### src/rtl/blk_sched_if.sv
// rtl/blk_sched_if.sv - request/grant and block-creation handshake bundle for blk_sched
interface blk_sched_if #(
    parameter int N_THREADS = 6
);
    localparam int TW = (N_THREADS > 1) ? $clog2(N_THREADS) : 1;

    logic [N_THREADS-1:0] thread_req;
    logic [N_THREADS-1:0] thread_new_comp;
    logic                 core_rdy;
    logic                 blk_end;
    logic                 end_comp;
    logic                 blk_start;
    logic                 new_comp;
    logic [TW-1:0]        thread_num;
    logic [N_THREADS-1:0] thread_ack;
    logic [N_THREADS-1:0] thread_done;
    logic                 busy;
    logic [15:0]          blk_count;
    logic                 err;

    modport master (
        input  thread_req, thread_new_comp, core_rdy, blk_end, end_comp,
        output blk_start, new_comp, thread_num, thread_ack, thread_done,
               busy, blk_count, err
    );

    modport slave (
        output thread_req, thread_new_comp, core_rdy, blk_end, end_comp,
        input  blk_start, new_comp, thread_num, thread_ack, thread_done,
               busy, blk_count, err
    );
endinterface

### src/rtl/blk_sched.sv
// rtl/blk_sched.sv - round-robin block scheduler for the sha256 block-creation path
module blk_sched #(
    parameter int N_THREADS   = 6,
    parameter int BLK_TIMEOUT = 127
) (
    input  logic        CLK,
    input  logic        RESET,
    blk_sched_if.master bus
);
    localparam int TW = (N_THREADS > 1) ? $clog2(N_THREADS) : 1;

    typedef enum logic [1:0] {S_IDLE, S_START, S_WAIT, S_ERR} state_t;

    state_t               state_q, state_d;
    logic                 blk_start_q, blk_start_d;
    logic                 new_comp_q, new_comp_d;
    logic [TW-1:0]        thread_num_q, thread_num_d;
    logic [N_THREADS-1:0] thread_ack_q, thread_ack_d;
    logic [N_THREADS-1:0] thread_done_q, thread_done_d;
    logic                 busy_q, busy_d;
    logic [15:0]          blk_count_q, blk_count_d;
    logic                 err_q, err_d;
    logic [7:0]           cnt_q, cnt_d;
    logic [TW-1:0]        last_q, last_d;

    logic                 pick_found;
    logic [TW-1:0]        pick_idx;
    logic [TW:0]          scan_sum;
    logic [TW-1:0]        scan_idx;

    // Scan last+1, last+2, ... modulo N_THREADS; the first requester wins.
    always_comb begin
        pick_found = 1'b0;
        pick_idx   = '0;
        scan_sum   = '0;
        scan_idx   = '0;
        for (int i = 1; i <= N_THREADS; i++) begin
            scan_sum = {1'b0, last_q} + (TW+1)'(i);
            if (scan_sum >= (TW+1)'(N_THREADS)) begin
                scan_sum = scan_sum - (TW+1)'(N_THREADS);
            end
            scan_idx = scan_sum[TW-1:0];
            if (!pick_found && bus.thread_req[scan_idx]) begin
                pick_found = 1'b1;
                pick_idx   = scan_idx;
            end
        end
    end

    always_comb begin
        state_d       = state_q;
        blk_start_d   = 1'b0;
        new_comp_d    = 1'b0;
        thread_ack_d  = '0;
        thread_done_d = '0;
        thread_num_d  = thread_num_q;
        busy_d        = busy_q;
        blk_count_d   = blk_count_q;
        err_d         = err_q;
        cnt_d         = cnt_q;
        last_d        = last_q;
        case (state_q)
            S_IDLE: begin
                if (bus.blk_end) begin
                    err_d   = 1'b1;
                    state_d = S_ERR;
                end else if (bus.core_rdy && pick_found) begin
                    thread_num_d           = pick_idx;
                    new_comp_d             = bus.thread_new_comp[pick_idx];
                    blk_start_d            = 1'b1;
                    thread_ack_d[pick_idx] = 1'b1;
                    busy_d                 = 1'b1;
                    state_d                = S_START;
                end
            end
            S_START: begin
                if (bus.blk_end) begin
                    err_d   = 1'b1;
                    busy_d  = 1'b0;
                    state_d = S_ERR;
                end else begin
                    cnt_d   = '0;
                    state_d = S_WAIT;
                end
            end
            S_WAIT: begin
                // A blk_end coinciding with expiry still counts as a completion.
                if (bus.blk_end) begin
                    blk_count_d = blk_count_q + 16'd1;
                    last_d      = thread_num_q;
                    if (bus.end_comp) begin
                        thread_done_d[thread_num_q] = 1'b1;
                    end
                    busy_d  = 1'b0;
                    state_d = S_IDLE;
                end else begin
                    cnt_d = cnt_q + 8'd1;
                    if (cnt_d == 8'(BLK_TIMEOUT)) begin
                        err_d   = 1'b1;
                        busy_d  = 1'b0;
                        state_d = S_ERR;
                    end
                end
            end
            default: begin
                state_d = S_ERR;
            end
        endcase
    end

    always_ff @(posedge CLK or posedge RESET) begin
        if (RESET) begin
            state_q       <= S_IDLE;
            blk_start_q   <= 1'b0;
            new_comp_q    <= 1'b0;
            thread_num_q  <= '0;
            thread_ack_q  <= '0;
            thread_done_q <= '0;
            busy_q        <= 1'b0;
            blk_count_q   <= '0;
            err_q         <= 1'b0;
            cnt_q         <= '0;
            last_q        <= TW'(N_THREADS - 1);
        end else begin
            state_q       <= state_d;
            blk_start_q   <= blk_start_d;
            new_comp_q    <= new_comp_d;
            thread_num_q  <= thread_num_d;
            thread_ack_q  <= thread_ack_d;
            thread_done_q <= thread_done_d;
            busy_q        <= busy_d;
            blk_count_q   <= blk_count_d;
            err_q         <= err_d;
            cnt_q         <= cnt_d;
            last_q        <= last_d;
        end
    end

    assign bus.blk_start   = blk_start_q;
    assign bus.new_comp    = new_comp_q;
    assign bus.thread_num  = thread_num_q;
    assign bus.thread_ack  = thread_ack_q;
    assign bus.thread_done = thread_done_q;
    assign bus.busy        = busy_q;
    assign bus.blk_count   = blk_count_q;
    assign bus.err         = err_q;
endmodule

### src/flat_wrapper.sv
// flat-port wrapper written by rule: the top's interface ports become plain ports
module blk_sched_flat 
#(
    parameter int N_THREADS   = 6,
    parameter int BLK_TIMEOUT = 127
)
  (CLK, RESET, bus_thread_req, bus_thread_new_comp, bus_core_rdy, bus_blk_end, bus_end_comp, bus_blk_start, bus_new_comp, bus_thread_num, bus_thread_ack, bus_thread_done, bus_busy, bus_blk_count, bus_err);
  blk_sched_if #(.N_THREADS(N_THREADS)) bus_i ();
  input  logic CLK;
  input  logic RESET;
  input wire logic [$bits(bus_i.thread_req)-1:0] bus_thread_req;
  input wire logic [$bits(bus_i.thread_new_comp)-1:0] bus_thread_new_comp;
  input wire logic [$bits(bus_i.core_rdy)-1:0] bus_core_rdy;
  input wire logic [$bits(bus_i.blk_end)-1:0] bus_blk_end;
  input wire logic [$bits(bus_i.end_comp)-1:0] bus_end_comp;
  output wire logic [$bits(bus_i.blk_start)-1:0] bus_blk_start;
  output wire logic [$bits(bus_i.new_comp)-1:0] bus_new_comp;
  output wire logic [$bits(bus_i.thread_num)-1:0] bus_thread_num;
  output wire logic [$bits(bus_i.thread_ack)-1:0] bus_thread_ack;
  output wire logic [$bits(bus_i.thread_done)-1:0] bus_thread_done;
  output wire logic [$bits(bus_i.busy)-1:0] bus_busy;
  output wire logic [$bits(bus_i.blk_count)-1:0] bus_blk_count;
  output wire logic [$bits(bus_i.err)-1:0] bus_err;
  assign bus_i.thread_req = bus_thread_req;
  assign bus_i.thread_new_comp = bus_thread_new_comp;
  assign bus_i.core_rdy = bus_core_rdy;
  assign bus_i.blk_end = bus_blk_end;
  assign bus_i.end_comp = bus_end_comp;
  assign bus_blk_start = bus_i.blk_start;
  assign bus_new_comp = bus_i.new_comp;
  assign bus_thread_num = bus_i.thread_num;
  assign bus_thread_ack = bus_i.thread_ack;
  assign bus_thread_done = bus_i.thread_done;
  assign bus_busy = bus_i.busy;
  assign bus_blk_count = bus_i.blk_count;
  assign bus_err = bus_i.err;
  blk_sched #(.N_THREADS(N_THREADS), .BLK_TIMEOUT(BLK_TIMEOUT)) u_core (.CLK(CLK), .RESET(RESET), .bus(bus_i));
endmodule
### config.mk
export PLATFORM = sky130hd
export DESIGN_NAME = blk_sched_flat
export DESIGN_NICKNAME = d
export VERILOG_FILES = /design/src/rtl/blk_sched_if.sv /design/src/rtl/blk_sched.sv /design/src/flat_wrapper.sv
export SDC_FILE = /design/constraint.sdc
export NUM_CORES = 1
export LEC_CHECK = 0
export CAP_MARGIN = 5
export CORE_ASPECT_RATIO = 0.9
export CORE_MARGIN = 4
export CORE_UTILIZATION = 49
export CTS_BUF_LIST = sky130_fd_sc_hd__clkbuf_16
export DETAILED_ROUTE_END_ITERATION = 10
export PLACE_DENSITY_LB_ADDON = 0.1
export SLEW_MARGIN = 15
export SYNTH_ARGS = -nofsm -noshare
export SYNTH_HDL_FRONTEND = slang
export SYNTH_SLANG_ARGS = --single-unit
### constraint.sdc
create_clock -name CLK -period 3.7 [get_ports CLK]
set_input_delay 0.555 -clock CLK [delete_from_list [all_inputs] [get_ports CLK]]
set_output_delay 0.555 -clock CLK [all_outputs]
set_load 0.02 [all_outputs]
==> results of run 1 <==
power breakdown:
group / switching, mW / leakage [nW] / total [mW] / internal [mW]
Sequential: 0.124 / 0.627 / 0.749 / 0.625
Clock: 0.191 / 0.0944 / 0.581 / 0.389
Combinational: 1.18 / 1.05 / 2.10 / 0.921
Total: 1.50 / 1.77 / 3.43 / 1.94
worst reg2reg max path: stages (launching register included):
cell and delay (ps):
dfstp_2 640, inv_1 130, ha_1 460, buf_4 200, nor2b_1 50, a31oi_1 150, o22ai_1 180, or3_1 450
nand2b_1 90, o31a_1 170, nand3b_1 250, or2_2 400, o221ai_1 190
kinds of logic (layout without fill, tap and decap cells):
family / after synthesis / after routing / share of synthesized area
DFF: 48 / 48 / 0.373
xor gates and xnor gates: 23 / 23 / 0.0625
AOI/OAI and AO/OA: 78 / 78 / 0.176
adders and majority gates: 17 / 17 / 0.0659
muxes: 19 / 19 / 0.0772
and+or+nand+nor: 121 / 121 / 0.203
buffers and inverters: 30 / 88 / 0.0423
through the flow:
stage          std cells  hold WS (ps)  total power, mW  cell area, um^2  worst slack, ps
3_3_place_gp         473           461             2.81             3860              267
3_5_place_dp         473           461             2.84             3860              202
4_1_cts              481           475             3.43             4060              289
2_1_floorplan        336           444             2.29             3230             86.3
5_1_grt              481           500             3.68             4060             44.5
6_report             481           469             3.43             4060              268
per-layer routing:
metal	global-route usage	share of wire	up-vias	wire, um
li1	-	-	1324	-
met1	0.285	0.48	1239	3480
met2	0.282	0.44	85	3240
met3	0.0328	0.071	9	518
met4	0.0453	0.011	0	81
met5	0	0	-	0
cell type report:
class,instances,area share
clock buffer,5,0.0308
clock inverter,3,0.0170
inverter,17,0.0157
multi-input combinational,258,0.465
sequential,48,0.297
tap,87,0.0268
timing repair buffer,63,0.148
placed cells by master, fill, tap and decap left out, types with 8 or more instances in the layout:
cell,count
nand2_1,29
ha_1,17
buf_4,12
xnor2_1,15
xor2_1,8
nor2_1,27
clkdlybuf4s50_1,51
dfrtp_1,46
inv_1,15
mux2i_1,10
o21ai_0,22
a21oi_1,13
nand3_1,15
how the worst min path moves through the flow:
| stage | start | to | slack [ps] | depth (start not counted) |
|---|---|---|---|---|
| after floorplan | u_core.cnt_q[7] | u_core.cnt_q[7] | 440 | 1 |
| after global placement | u_core.bus.blk_count[15] | u_core.bus.blk_count[15] | 460 | 1 |
| after detailed placement | u_core.bus.blk_count[15] | u_core.bus.blk_count[15] | 460 | 1 |
| after CTS | u_core.bus.blk_count[15] | u_core.bus.blk_count[15] | 470 | 1 |
| after global routing | u_core.bus.blk_count[15] | u_core.bus.blk_count[15] | 500 | 1 |
| final | u_core.bus.blk_count[15] | u_core.bus.blk_count[15] | 470 | 1 |
flip-flops by register name (all words and copies together) (netlist names):
register,count
u_core.bus.blk_count,16
u_core.bus.blk_start,1
u_core.bus.busy,1
u_core.bus.err,1
u_core.bus.new_comp,1
u_core.bus.thread_ack,6
u_core.bus.thread_done,6
u_core.bus.thread_num,3
u_core.cnt_q,8
u_core.last_q,3
u_core.state_q,2
==> metrics, run 1 <==
routability congestion estimate 0.902; GRT Overall Usage 0.189; CTS tree done; vias in the first global route 2394; first-pass GRT wire length 12000 um; post-detail-place hpwl 5790 um; I/O pin total 52; cts repair resizes 0; port buffer count 51; Final #Nets 427; Pwr per Cell Area 847 nW/um^2; Crit Path Max Fanout 8; Ys Warns 0; Levels on crit path 12; Diodes inserted 0; Critical Path RT 3900 ps; Clock Path Buffers 2; setup_tns 0 ps; R2R setup slack 270 ps; Post-synth EDFFs 0; Mapped Area 3230 um^2; worst hold path type reg2reg; clk sink count 48; Pre-Repair DR Iteration Count 4; worst-margin pin slew approximately 950 ps; initial antenna violation count 0; row count 27; Reg clk slew, reported paths 70 ps; number of remaining DRC errors 0; Post-CTS Setup Bufs 0; slowest CP cell dfstp_2; largest area contributor in the netlist dfrtp_1; family with the most delay on the worst path simple AND/OR/NAND/NOR gates; Die Width 93.5 um; Slew HR 0.367; gr ovfl total 0; type of origin of the critical path flip-flop; Seq/Total Area, Yosys 0.373; largest net degree at the start of global routing 49; CP Class reg2reg; number of max-cap violations 0; layout cell share with drive strength beyond 1 0.127; CP Cell Sequence inv_1, ha_1, buf_4, nor2b_1, a31oi_1, o22ai_1, or3_1, nand2b_1, o31a_1, nand3b_1, or2_2, o221ai_1; #FFs+latches synth 48; Final period util 0.928; Hold-fix buffers, CTS 0; clk_skew 6.98 ps; full die area 7950 um^2; final setup violation count 0; Worst Setup SP u_core.last_q[0]; Netlist cell types 72; DR vias/cell 5.52; Synth top cells by count dfrtp_1, nand2_1, nor2_1, o21ai_0, ha_1; Core Area around 6200 um^2; insertion delay to the later sink of the worst-skew pair 290 ps; TritonCTS Buffers 5; nature of the critical path endpoint flip-flop; final WL 7320 um; Setup crit end u_core.bus.new_comp; syn_area_per_cell 9.60 um^2; Peak supply drop 0.493 mV; Crit path buffers/inverters 2; die span in y 85.0 um; count leader, synth dfrtp_1; Synth Flop Type dfrtp_1; Syn Inst Count 336; ANT nets after route 0; endpoint of the worst register-to-register path u_core.bus.new_comp; Leak 1.77 nW; drt initial violations about 160; status finished clean; Slew Limit Fails 0; largest cells by area after synthesis dfrtp_1, ha_1, xnor2_1, o21ai_0, nand2_1; Arr. time, crit path 3640 ps; Multi-input gate area 1890 um^2; Layout area overhead 25.8%; register area 1200 um^2; FILL cells 506; WL/cell 15.2 um; Synthesized Nets 370; fin crit period 3430 ps; r2r worst-path depth 12; Yosys top cell area share 0.357; root buf cell clkbuf_16; RSZ-0062 raised after global routing false; reg2reg start u_core.last_q[0]; via count about 2700; Initial Utilization 0.516; asr flop ratio synth 1.00; slowest stage delay, CP approximately 640 ps; Max H-tree Level 2; Finished Core Util 0.649; final hold vios 0; Max Clock Freq just under 300 MHz
No activity file was read; power rests on OpenSTA's default activity.
==> inputs of run 2 (changes only) <==
--- a/config.mk
+++ b/config.mk
@@ -11,6 +11,7 @@
 export CORE_UTILIZATION = 49
 export CTS_BUF_LIST = sky130_fd_sc_hd__clkbuf_16
 export DETAILED_ROUTE_END_ITERATION = 10
+export HOLD_SLACK_MARGIN = 0.05
 export PLACE_DENSITY_LB_ADDON = 0.1
 export SLEW_MARGIN = 15
 export SYNTH_ARGS = -nofsm -noshare
==> results of run 2 <==
Same layout as run 1: the final DEF is identical, and so are final timing and power.
==> inputs of run 3 (changes only) <==
--- a/config.mk
+++ b/config.mk
@@ -8,7 +8,7 @@
 export CAP_MARGIN = 5
 export CORE_ASPECT_RATIO = 0.9
 export CORE_MARGIN = 4
-export CORE_UTILIZATION = 49
+export CORE_UTILIZATION = 54
 export CTS_BUF_LIST = sky130_fd_sc_hd__clkbuf_16
 export DETAILED_ROUTE_END_ITERATION = 10
 export HOLD_SLACK_MARGIN = 0.05
==> constraint.sdc (replaced) <==
create_clock -name CLK -period 3.4 [get_ports CLK]
set_input_delay 0.51 -clock CLK [delete_from_list [all_inputs] [get_ports CLK]]
set_output_delay 0.51 -clock CLK [all_outputs]
set_load 0.02 [all_outputs]
==> run 3 against run 2 <==
Compared with the run above: utilization is 6.3 points higher; critical path type unchanged; largest cell class unchanged; first-iteration DRC count shrank 3.8%; worst hold slack worse by 1.0 ps; combinational power rose by 17%; fmax grew 3.7%; critical endpoint unchanged; sequential cell count unchanged; global-route usage grew 2.6 points; wire length up 1.3%; total power rose by 9.0%; clock power shrank 18%; largest power group unchanged; die area is 8.5% lower.
==> metrics, run 3 (same netlist as run 1, synthesis figures left out) <==
CTS tree done; layout cell share with drive strength beyond 1 0.152; worst hold path type reg2reg; type of origin of the critical path flip-flop; Finished Core Util 0.712; uppermost routed layer met4; hold_ws 467 ps; non-filler instance count after layout around 470; Peak supply drop between 0.5 and 0.6 mV; Final period util 0.974; Max H-tree Level 2; max FFs per register 16; commonest non-fill, non-tap cell in the layout clkdlybuf4s50_1; nature of the critical path endpoint flip-flop; Pre-Repair DR Iteration Count 4; WL/cell 15.7 um; M1 wire length 3620 um; Max Clock Freq 302 MHz; final WL 7420 um; Post-Place Cells around 460; FILL cells ~440; full die area 7280 um^2; worst-margin pin slew between 900 and 1000 ps; I/O pin total 52; number of max-cap violations 0; Initial Utilization 0.563; insertion delay to the later sink of the worst-skew pair approximately 290 ps; TritonCTS Buffers 5; met2 WL 3260 um; clk_skew 4.33 ps; Critical Path RT 3550 ps; CP Class reg2reg; vias in the first global route 2539; die span in y 81.3 um; routability congestion estimate 0.915; row count 26; Slew Limit Fails 0; Leak 1.79 nW; post-detail-place hpwl 5590 um; initial antenna violation count 0; final setup violation count 0; DR vias/cell 5.77; Diodes inserted 0; most frequent cells in the layout clkdlybuf4s50_1, dfrtp_1, nand2_1, nor2_1, o21ai_0; Hold-fix buffers, CTS 0; drt initial violations 153; Arr. time, crit path 3460 ps; met3 wire length 471 um; clk sink count 48; largest net degree at the start of global routing 49; via count ~2700; Die Width 89.5 um; R2R setup slack 90 ps; setup_tns 0 ps; Reg clk slew, reported paths around 60 ps; Slew HR 0.349; ANT nets after route 0; Crit Path Max Fanout 6; GRT Overall Usage 0.215; final hold vios 0; status finished clean; first-pass GRT wire length 12200 um; fin crit period 3310 ps; Pwr per Cell Area 917 nW/um^2; root buf cell clkbuf_16; Final #Nets 434; Core Area 5730 um^2; Layout area overhead 26.5%; gr ovfl total 0; Clock Path Buffers 2; number of remaining DRC errors 0; port buffer count 51
==> run 3: changes by cell type in the layout (fill, tap and decap cells not counted), sizes merged <==
cell,delta
buf,+7
bufinv,-2
clkinv,+2
clkinvlp,+1
inv,-1
==> run 3: stage by stage <==
stage | worst slack, ps | power, mW | area, um^2
after floorplan | 3.04 | 2.55 | 3260
after global placement | 118 | 3.15 | 3890
after detailed placement | 55.9 | 3.19 | 3890
after CTS | 76.7 | 3.69 | 4040
after global routing | -32.4 | 4.03 | 4080
final | 89.9 | 3.74 | 4080
==> run 3: final cells by class <==
type / instances / area (um^2) / share of cell area
Multi-Input combinational cell: 258 / 1910 / 0.469
Sequential cell: 48 / 1200 / 0.295
Timing Repair Buffer: 70 / 666 / 0.163
Clock buffer: 5 / 125 / 0.0307
Tap cell: 70 / 87.6 / 0.0215
Inverter: 17 / 67.6 / 0.0166
Clock inverter: 3 / 17.5 / 0.00429
==> run 3: where the power goes <==
group / internal [mW] / leakage (nW) / switching, mW
sequential: 0.680 / 0.627 / 0.127
clock: 0.271 / 0.0716 / 0.207
combinational: 1.12 / 1.09 / 1.33
==> run 3: final timing paths <==
| path | startpoint | endpoint | depth (start not counted) |
|---|---|---|---|
| worst min-delay path | u_core.bus.blk_count[15] | u_core.bus.blk_count[15] | 1 |
| min in group asynchronous | RESET | u_core.bus.thread_done[5] | 2 |
| max in group asynchronous | RESET | u_core.bus.thread_ack[4] | 2 |
| worst min register to register | u_core.bus.blk_count[15] | u_core.bus.blk_count[15] | 1 |
| worst max register to register | u_core.last_q[2] | u_core.bus.new_comp | 11 |
| worst max-delay path | u_core.last_q[2] | u_core.bus.new_comp | 11 |
==> run 3: metal layers <==
metal  track usage  up-vias
met5             0        -
met4        0.0476        0
met3        0.0396        9
met2         0.325       76
met1         0.320     1297
li1              -     1338
==> run 3: timing repair <==
action,CTS,global route
buffers inserted,0,4
endpoints found under the setup margin,0,3
resized for setup,0,3
==> run 3: critical path: stages, from the launching register on <==
cell and delay [ps]:
dfstp_2 570, inv_1 120, ha_1 230, nor3b_4 240, mux2_2 370, mux4_2 500
o31ai_2 120, nor3b_2 230, a211oi_1 80, o32ai_2 390, or2_2 210, o221ai_1 130
